===== src/rtl/alu_issue_ctrl.sv =====
// Issue/sequencing controller in front of the 32-bit single-cycle ALU.
// Latency: accepted instruction issues (alu_valid) the next cycle; ALU results write back at E+1, loads at E+2.
// Backpressure: in_ready drops for one cycle after a load (E) and for E and E+1 of a branch.
//
// Ports:
//   clk, reset                 clock, asynchronous active-high reset
//   in_valid/in_ready          decode-stage handshake; in_op/in_rs1/in_rs2/in_rd carry the instruction
//   alu_valid, alu_op          registered issue to the ALU (E cycle)
//   need_forward               {rs1_from_fwd, rs2_from_fwd} for the issued instruction
//   zero                       ALU compare result, sampled in E+1 of a branch
//   branch_resolved/_taken     single-cycle resolve pulse in E+1 of a branch
//   wb_en, wb_addr             register-file write strobe aligned to the forward bus
module alu_issue_ctrl #(
    parameter  int NREG = 32,
    localparam int RW   = $clog2(NREG)
) (
    input  logic          clk,
    input  logic          reset,
    input  logic          in_valid,
    output logic          in_ready,
    input  logic [11:0]   in_op,
    input  logic [RW-1:0] in_rs1,
    input  logic [RW-1:0] in_rs2,
    input  logic [RW-1:0] in_rd,
    output logic          alu_valid,
    output logic [11:0]   alu_op,
    output logic [1:0]    need_forward,
    input  logic          zero,
    output logic          branch_resolved,
    output logic          branch_taken,
    output logic          wb_en,
    output logic [RW-1:0] wb_addr
);

    localparam logic [6:0] OPC_R  = 7'b0110011;
    localparam logic [6:0] OPC_I  = 7'b0010011;
    localparam logic [6:0] OPC_LD = 7'b0000011;
    localparam logic [6:0] OPC_S  = 7'b0100011;
    localparam logic [6:0] OPC_B  = 7'b1100011;

    typedef enum logic [1:0] {
        ST_RUN,
        ST_LD_WAIT,
        ST_BR_WAIT
    } state_t;

    state_t state_q;
    state_t state_d;

    // Decode of the instruction presented this cycle
    logic is_r, is_i, is_ld, is_s, is_b;
    logic reads_rs1, reads_rs2, is_alu_prod, is_issue;
    logic xfer;
    logic [1:0] nf_d;

    // Forward-bus tracking: fwd_rd_q is on the forward bus next cycle when fwd_vld_q
    logic          fwd_vld_q;
    logic [RW-1:0] fwd_rd_q;

    // Result pipeline: E-stage flags, then the extra load stage (E+1)
    logic          e_alu_wb_q;
    logic          e_ld_q;
    logic          e_br_q;
    logic [RW-1:0] e_rd_q;
    logic          m_ld_q;
    logic [RW-1:0] m_rd_q;

    always_comb begin
        is_r        = 1'b0;
        is_i        = 1'b0;
        is_ld       = 1'b0;
        is_s        = 1'b0;
        is_b        = 1'b0;
        unique case (in_op[6:0])
            OPC_R:   is_r  = 1'b1;
            OPC_I:   is_i  = 1'b1;
            OPC_LD:  is_ld = 1'b1;
            OPC_S:   is_s  = 1'b1;
            OPC_B:   is_b  = 1'b1;
            default: ;
        endcase
        reads_rs1   = is_r | is_i | is_ld | is_s | is_b;
        reads_rs2   = is_r | is_s | is_b;
        is_alu_prod = is_r | is_i;
        // Anything outside the five classes is a NOP: accepted, never issued
        is_issue    = reads_rs1;
    end

    assign nf_d[1] = fwd_vld_q && reads_rs1 && (in_rs1 == fwd_rd_q) && (in_rs1 != '0);
    assign nf_d[0] = fwd_vld_q && reads_rs2 && (in_rs2 == fwd_rd_q) && (in_rs2 != '0);

    // The resolve cycle (E+1 of a branch) also blocks issue so nothing
    // from the possibly-wrong path is accepted before the outcome is known.
    assign in_ready = !reset && (state_q == ST_RUN) && !branch_resolved;
    assign xfer     = in_valid && in_ready;

    assign branch_taken = branch_resolved && zero;

    // ---------------------------------------------------------------- FSM
    always_ff @(posedge clk or posedge reset) begin
        if (reset) begin
            state_q <= ST_RUN;
        end else begin
            state_q <= state_d;
        end
    end

    always_comb begin
        state_d = state_q;
        case (state_q)
            ST_RUN: begin
                if (xfer && is_ld) begin
                    state_d = ST_LD_WAIT;
                end else if (xfer && is_b) begin
                    state_d = ST_BR_WAIT;
                end
            end
            ST_LD_WAIT: state_d = ST_RUN;
            ST_BR_WAIT: state_d = ST_RUN;
            default:    state_d = ST_RUN;
        endcase
    end

    // ---------------------------------------------------------- datapath
    always_ff @(posedge clk or posedge reset) begin
        if (reset) begin
            alu_valid       <= 1'b0;
            alu_op          <= '0;
            need_forward    <= 2'b00;
            fwd_vld_q       <= 1'b0;
            fwd_rd_q        <= '0;
            e_alu_wb_q      <= 1'b0;
            e_ld_q          <= 1'b0;
            e_br_q          <= 1'b0;
            e_rd_q          <= '0;
            m_ld_q          <= 1'b0;
            m_rd_q          <= '0;
            wb_en           <= 1'b0;
            wb_addr         <= '0;
            branch_resolved <= 1'b0;
        end else begin
            alu_valid    <= xfer && is_issue;
            need_forward <= (xfer && is_issue) ? nf_d : 2'b00;
            if (xfer) begin
                alu_op <= in_op;
                e_rd_q <= in_rd;
            end

            // x0 results are dropped at the source so they never reach wb_en
            e_alu_wb_q <= xfer && is_alu_prod && (in_rd != '0);
            e_ld_q     <= xfer && is_ld && (in_rd != '0);
            e_br_q     <= xfer && is_b;

            // No transfer happens in LD_WAIT, so e_rd_q still holds the load rd
            m_ld_q <= e_ld_q;
            m_rd_q <= e_rd_q;

            // The load bubble guarantees these two sources never coincide
            wb_en   <= e_alu_wb_q || m_ld_q;
            wb_addr <= e_alu_wb_q ? e_rd_q : (m_ld_q ? m_rd_q : '0);

            branch_resolved <= e_br_q;

            // fwd_rd_q keeps the load rd through LD_WAIT; the load data lands
            // on the bus in E+2, i.e. the E of whatever is accepted next.
            if (state_q == ST_LD_WAIT) begin
                fwd_vld_q <= (fwd_rd_q != '0);
            end else if (xfer) begin
                fwd_rd_q  <= in_rd;
                fwd_vld_q <= is_alu_prod && (in_rd != '0);
            end else begin
                fwd_vld_q <= 1'b0;
            end
        end
    end

endmodule


===== config.mk =====
export PLATFORM = sky130hd
export DESIGN_NAME = alu_issue_ctrl
export DESIGN_NICKNAME = d
export VERILOG_FILES = /design/src/rtl/alu_issue_ctrl.sv
export SDC_FILE = /design/constraint.sdc
export NUM_CORES = 1
export LEC_CHECK = 0
export CAP_MARGIN = 5
export CORE_ASPECT_RATIO = 0.9
export CORE_MARGIN = 4
export CORE_UTILIZATION = 45
export DETAILED_ROUTE_END_ITERATION = 10
export PLACE_DENSITY_LB_ADDON = 0.05
export SLEW_MARGIN = 20
export SYNTH_ARGS = -nofsm -noshare
export SYNTH_HDL_FRONTEND = slang
export SYNTH_SLANG_ARGS = --single-unit

===== constraint.sdc =====
create_clock -name clk -period 1.7 [get_ports clk]
set_input_delay 0.255 -clock clk [delete_from_list [all_inputs] [get_ports clk]]
set_output_delay 0.255 -clock clk [all_outputs]
set_load 0.005 [all_outputs]

==> Yosys cells after proc, flatten, opt, wreduce, memory -nomap -nowiden <==
Cells that the tools add are included.
Widths: inputs -> output; s select.
{ "word_totals": {"regBits": 44, "out_inout_bits": 24, "elab_cells": 70} }
{ "op_classes": {"eq_ne": 9, "n_mux": 13, "bitwise_logic": 7, "n_reduce_logical": 26} }
{ "ops": {"columns": ["operator", "count"], "rows": [
  ["$reduce_bool 5->1", 4],
  ["$logic_and 1x1->1", 17],
  ["$eq 7x6->1 const B", 2],
  ["$eq 5x5->1", 2],
  ["$mux 5", 2],
  ["$mux 2", 4],
  ["$eq 7x2->1 const B", 1],
  ["$eq 7x5->1 const B", 1],
  ["$eq 7x7->1 const B", 1],
  ["$mux 1", 7],
  ["$or 1x1->1", 6],
  ["$ne 3x1->1 const B", 1],
  ["$eq 2x1->1 const B", 1],
  ["$logic_not 1->1", 2],
  ["$logic_not 2->1", 1],
  ["$reduce_and 2->1", 1],
  ["$logic_or 1x1->1", 1],
  ["$not 1->1", 1]
]} }

==> Logic depth before layout (Yosys ltp) <==
Gate-level depths: netlist of run 1.
{ "depth": {"word_depth": 10, "ltp_mapped": 6, "depth_no_buf": 4} }

==> Worst setup path before layout of run 1 <==
Ideal clock, no wire load.
{ "synth_timing": {"path_kind": "reg-to-reg", "start": "register state_q[1]", "end": "register fwd_rd_q[1]", "setup_time_ns": 0.118, "t_arrival_ns": 1.363, "required_ns": 1.582, "setup_slack_ns": 0.219, "stages_incl_launch_ff": 7, "synth_period_minus_slack_ns": 1.481, "path_cell_list": "dfrtp_1 > nor4_4 > nand2_1 > buf_6 > buf_2 > nand2_1 > nand2_1"} }
{ "synth_via": {"elab_chain_cells": 5} }
{ "synth_rtl": {"columns": ["item", "line", "rtl"], "rows": [
  ["start: declaration", "47", "state_t state_q;"],
  ["start signal: assignment", "104", "state_q <= state_d;"],
  ["$logic_not 2->1", "94", "assign in_ready = !reset && (state_q == ST_RUN) && !branch_resolved;"],
  ["$logic_and 1x1->1 (2 in a row)", "94", null],
  ["net in_ready", "20", "output logic in_ready,"],
  ["$logic_and 1x1->1", "95", "assign xfer = in_valid && in_ready;"],
  ["$reduce_and 2->1 (no source line)", null, null],
  ["end signal: assignment", "169", "fwd_rd_q <= in_rd;"],
  ["end: declaration", "58", "logic [RW-1:0] fwd_rd_q;"]
]} }
The timed path passes the listed nets, and every way through them passes these cells.
A chain may end at the register's enable or synchronous reset.

==> Worst setup path in the final report of run 1 <==
{ "layout_timing": {"start": "register branch_resolved", "end": "output branch_taken"} }
{ "layout_via": {"elab_chain_cells": 1} }
{ "layout_rtl": {"columns": ["item", "line", "rtl"], "rows": [
  ["start: declaration", "29", "output logic branch_resolved,"],
  ["start signal: assignment", "162", "branch_resolved <= e_br_q;"],
  ["$logic_and 1x1->1", "97", "assign branch_taken = branch_resolved && zero;"],
  ["end: declaration", "30", "output logic branch_taken,"]
]} }
Every way passes these cells.

==> results of run 1 <==
## cell usage in the layout (no fill, tap or decap), types with 2 or more instances in the layout
| cell type | synthesis | layout |
|---|---|---|
| o21ai_0 | 2 | 2 |
| dfrtp_1 | 44 | 44 |
| a22o_1 | 4 | 4 |
| nor2_1 | 2 | 2 |
| xor2_1 | 3 | 3 |
| a21oi_1 | 3 | 3 |
| xnor2_1 | 5 | 5 |
| clkinv_2 | 0 | 2 |
| nor3_1 | 6 | 6 |
| buf_4 | 0 | 9 |
| mux2_2 | 7 | 7 |
| clkdlybuf4s50_1 | 0 | 53 |
| and2_1 | 2 | 2 |
| nor4_1 | 5 | 5 |
| nand2_1 | 45 | 45 |
| or4_1 | 2 | 2 |
| buf_12 | 0 | 2 |
| clkbuf_8 | 0 | 6 |
## critical path: stages, from the launching register on
cell	delay (ns)
dfrtp_1	0.41
and2_1	0.14
clkdlybuf4s50_1	0.50
## registers in the layout, indices dropped and copies added (netlist names)
name,flops
e_ld_q,1
fwd_rd_q,5
m_rd_q,5
e_rd_q,5
state_q,2
alu_op,12
wb_addr,5
need_forward,2
fwd_vld_q,1
e_br_q,1
branch_resolved,1
alu_valid,1
e_alu_wb_q,1
m_ld_q,1
wb_en,1
## routing by layer
metal,wire [um],global-route usage (%),vias up
met2,1860,30.0,29
met1,1610,19.4,626
li1,-,-,631
met5,0,0,-
met4,69,8.29,0
met3,213,5.73,9
## logic make-up (layout without fill, tap and decap cells)
group	count (synthesis)	after routing	synth area share [%]
and+or+nand+nor	71	71	21.1
buffers and inverters	5	75	1.67
DFF	44	44	64.0
AOI/OAI and AO/OA	11	11	4.58
muxes	7	7	4.58
xor gates and xnor gates	8	8	4.07
## timing repair
action                                 4_1_cts  5_1_grt
hold buffers                                 0        0
resized for setup                            1        0
buffers inserted                             0        0
setup endpoints to repair                    1        0
endpoints found under the hold margin        0        0
## power by group through the flow
stage / registers [mW] / clock network, mW / logic, mW
final: 1.19 / 0.671 / 0.370
after global routing: 1.20 / 0.730 / 0.410
after detailed placement: 1.21 / 0 / 0.376
after global placement: 1.21 / 0 / 0.364
after CTS: 1.19 / 0.685 / 0.377
after floorplan: 1.20 / 0 / 0.138
## area by class of cell
cell class                 instances  area share [%]
clock buffer                       6            3.31
clock inverter                     2           0.401
inverter                           2           0.301
multi-input combinational         97            23.7
sequential                        44            44.1
tap                               46            2.31
timing repair buffer              65            25.9
## per-stage QoR
step           instance area [um2]  std cells  TNS [ns]
5_1_grt                       2500        262         0
6_report                      2500        262         0
3_5_place_dp                  2400        254    -0.229
4_1_cts                       2500        262         0
3_3_place_gp                  2400        254    -0.179
2_1_floorplan                 1720        146         0
## final timing paths
path                                       from              end  slack (ns)  cells past startpoint
worst max-delay path            branch_resolved     branch_taken        0.09                      2
worst min-delay path                      reset           e_br_q        0.34                      2
worst max register to register       state_q[1]        alu_op[3]        0.18                      5
worst min register to register           e_br_q  branch_resolved        0.35                      0
max in group asynchronous                 reset       wb_addr[2]        0.85                      3
min in group clk                         e_br_q  branch_resolved        0.35                      0
==> out/qor.csv, run 1 <==
metric,value,unit
syn_inst,146,
areaGrowthSynthToFinish,45.1,%
grt_max_degree,29,
clock-sinks,44,
insertion_delay,0.30,ns
clock.fmax,621,MHz
grt_pass1_wl,6330,um
antenna_found_initial,0,
hold_path.class,input port to async pin,
drc,0,
seq_power_share,53.3,%
fin_ws,0.0890,ns
yosysMostFrequentCell,nand2_1,
yosys_warnings,0,
tritoncts,done,
cts-root-buf,clkbuf_8,
seq_area,0.00110,mm2
synthTopCellsByArea,"dfrtp_1 64%, nand2_1 9.8%, mux2_2 4.6%",
die_area,0.00488,mm2
coreArea,0.00370,mm2
viasPerCell,4.94,
grt-ovfl-total,0,
htreeDepth,2,
rsz0062_at_grt,false,
num_vias,1295,
grt_usage,17.5,%
synth-seq-cells,44,
die_w,73.2,um
synth.avg_cell_area,11.8,um2
min_period,1.61,ns
ys_types,27,
fin_util,67.4,%
async_flop_share,100,%
worstPathRequired,1.44,ns
worst_pin_slew,0.629,ns
n_antenna_cell,0,
p_comb_share,16.6,%
synthFlopType,dfrtp_1,
cp_max_fo,3,
critPathLaunchType,register,
cts_buffers,5,
final_hold_viol_count,0,
routed_wl,3760,um
drive_above_1_share,14.8,%
place_congestion,0.814,
clkPwrFrac,30.1,%
synth_top_area_cell,dfrtp_1,
fillCellCount,281,
start_util,46.4,%
power_density,894,mW/mm2
p_leak,1.14,nW
synth_nets,177,
multiInputGateArea,591,um2
dr.pass1.iters,4,
cp_data_arrival_time,1.36,ns
drtAntennaViolNets,0,
switching_power,0.549,mW
maxSlewHeadroom,57.8,%
path_class,register to output port,
first_global_vias,1380,
max_cap_violations,0,
drv_slew,0,
clock_skew,0.00573,ns
p_int,1.68,mW
pre_cts_ws,-0.0790,ns
syn-cell-area,0.00172,mm2
whs,0.345,ns
worstSetupEndpointType,output port,
first_iter_violations,74,
synth.top_cell.area_share,64.0,%
finalSetupViolations,0,
boundaryPins,55,
die_height,66.7,um
irDropWorstVdd,0.511,mV
cts_buffer_depth,2,
status,"finished, final reports clean",
layout.nets,246,
synth_common_cells,"45 x nand2_1, 44 x dfrtp_1, 7 x mux2_2",
wl_per_cell,14.3,um
rows,21,
ys_seq_area_share,64.0,%
clk_pin_slew_worst_paths,0.08,ns
io_buffer_count,54,
power.share.switching,24.6,%
synth_edf_count,0,
hpwl,2890,um
p_total,2.23,mW
finalCritPeriodShare,94.8,%
Note: power is estimated with default switching activity, not from simulation.
==> run 2, diff against run 1 <==
- CORE_UTILIZATION: 45 -> 41
- PLACE_DENSITY: default -> 0.74
- PLACE_DENSITY_LB_ADDON: 0.05 -> default
- clock period: 1.7 -> 1.36 ns (I/O delays scaled with it)
==> run 2 against run 1 <==
Net effect:
- via count rose by 7.6%
- critical path depth up 3
- highest routed layer unchanged
- the run now ends with setup timing left
- clock power rose by 51%
- largest power group unchanged
- setup slack got worse by 0.22 ns
==> out/qor.csv, run 2 (synthesis gave the netlist of run 1 again) <==
metric,value,unit,change
drive_above_1_share,26.5,%,+12 points
viasPerCell,5.01,,+1.4%
antenna_found_initial,0,,unchanged
failed_checks,setup timing,,
insertion_delay,0.29,ns,about the same
maxSlewHeadroom,79.1,%,+21 points
largest_register,alu_op,,
rows,22,,+4.8%
hpwl,3060,um,+5.8%
wl_per_cell,14.7,um,+2.4%
layoutNonFillerInstCount,278,,+6.1%
r2r_setup_slack,-0.13,ns,-0.31 ns
clock_skew,0.00426,ns,-0.00147 ns
r2r_end,fwd_vld_q,,
clock.fmax,669,MHz,
areaGrowthSynthToFinish,58.5,%,
topRoutingLayerUsed,met4,,
cts_buffer_depth,2,,unchanged
cts-root-buf,clkbuf_8,,
num_vias,1393,,+7.6%
place_inst,262,,+3.1%
rsz0062_at_grt,true,,
wl_met1,1680,um,+4.5%
layout.nets,260,,+5.7%
first_iter_violations,89,,+20%
routed_wl,4080,um,+8.6%
grt-ovfl-total,0,,unchanged
worstPathRequired,1.59,ns,+0.15 ns
drtAntennaViolNets,0,,unchanged
fin_util,66.9,%,-0.45 points
status,"complete, but fails checks",,
cp_max_fo,5,,+2
most-common-layout-cells,"44 x dfrtp_1, 39 x nand2_1, 31 x clkdlybuf4s50_1, 19 x buf_4, 12 x dlygate4sd2_1",,
fillCellCount,308,,+9.6%
power_density,1110,mW/mm2,+24%
place_congestion,0.886,,+8.8%
die_w,76.3,um,+4.2%
worst_pin_slew,0.312,ns,-0.317 ns
largest_reg_flops,12,,unchanged
pre_cts_ws,-0.583,ns,-0.504 ns
max_cap_violations,0,,unchanged
critPathLaunchType,register,,
coreArea,0.00407,mm2,+10%
hold_buffers,0,,unchanged
whs,0.239,ns,-0.106 ns
htreeDepth,2,,unchanged
boundaryPins,55,,unchanged
drv_slew,0,,unchanged
finalSetupViolations,31,,+31
p_leak,1.43,nW,+25%
cp_data_arrival_time,1.73,ns,+0.37 ns
wl_met3,242,um,+14%
die_height,69.5,um,+4.2%
die_area,0.00530,mm2,+8.6%
grt_usage,16.8,%,-0.64 points
start_util,42.2,%,-4.2 points
first_global_vias,1565,,+13%
n_antenna_cell,0,,unchanged
drc,0,,unchanged
irDropWorstVdd,0.660,mV,+29%
finalCritPeriodShare,110,%,
hold_path.class,input port to async pin,,
clock-sinks,44,,unchanged
r2r_start,state_q[1],,
fin_ws,-0.134,ns,-0.223 ns
worstSetupEndpointType,register,,
cts_buffers,5,,unchanged
tritoncts,done,,
min_period,1.49,ns,
layout_commonest_cell,dfrtp_1,,
worstRegToRegCells,5,,unchanged
grt_max_degree,30,,+3.4%
dr_wl_met2,2130,um,+14%
dr.pass1.iters,6,,+2
clk_pin_slew_worst_paths,0.08,ns,about the same
final_hold_viol_count,0,,unchanged
grt_pass1_wl,7140,um,+13%
path_class,register to register,,
io_buffer_count,54,,unchanged
[run 2: cell types whose count changed in the layout (fill, tap and decap cells not counted), moves of 2 or more]
cell             previous run  this run
nand2_1                    45        39
and2_1                      2         0
nand2_2                     0         5
buf_6                       0         5
buf_4                       9        19
clkinv_2                    2         0
and2_4                      0         2
dlymetal6s2s_1              0         8
dlygate4sd2_1               1        12
clkdlybuf4s50_1            53        31
[run 2: report_power, final]
part,switching (mW),internal (mW),leakage [nW]
logic,0.217,0.308,0.803
clock network,0.461,0.553,0.0548
registers,0.0666,1.41,0.567
[run 2: worst max path at each step]
stage | startpoint | cells past startpoint | to
detailed placement | reset | 6 | e_rd_q[0]
global placement | reset | 3 | in_ready
floorplan | state_q[0] | 4 | alu_op[1]
finish | state_q[1] | 5 | fwd_vld_q
global route | state_q[1] | 5 | fwd_vld_q
CTS | state_q[1] | 2 | in_ready
[run 2: critical path, stage by stage, from the launching register on]
cell,delay (ns)
dfrtp_1,0.42
nor4_4,0.30
buf_6,0.17
nand3_4,0.12
nor4b_4,0.30
a31o_1,0.13
[run 2: metrics by stage]
| stage | setup TNS [ns] | total power [mW] | instance area [um2] |
|---|---|---|---|
| floorplan | -1.33 | 1.68 | 1740 |
| global placement | -13.46 | 1.98 | 2450 |
| detailed placement | -16.01 | 2.00 | 2450 |
| CTS | -2.81 | 3.04 | 2680 |
| global route | -4.86 | 3.18 | 2730 |
| finish | -2.63 | 3.02 | 2730 |
[run 2: final cells by class]
class                           instances  area [um2]  share of cell area (%)
Clock inverter                          3        46.3                    1.70
Multi-Input combinational cell         97         668                    24.5
Inverter                                2        7.51                   0.275
Clock buffer                            5        68.8                    2.52
Tap cell                               48        60.1                    2.20
Timing Repair Buffer                   79         774                    28.4
Sequential cell                        44        1100                    40.4
[run 2: timing repair]
action | in CTS | in global routing
hold endpoints to repair | 0 | 0
setup buffers | 7 | 2
cloned | 0 | 0
pin swaps | 12 | 2
setup endpoints to repair | 46 | 42
resized for setup | 35 | 19
[run 2: routing by layer]
metal / vias to the layer above / global-route usage (%)
li1: 660 / -
met1: 687 / 19.3
met2: 42 / 29.6
met3: 4 / 5.84
met4: 0 / 5.03
met5: - / 0
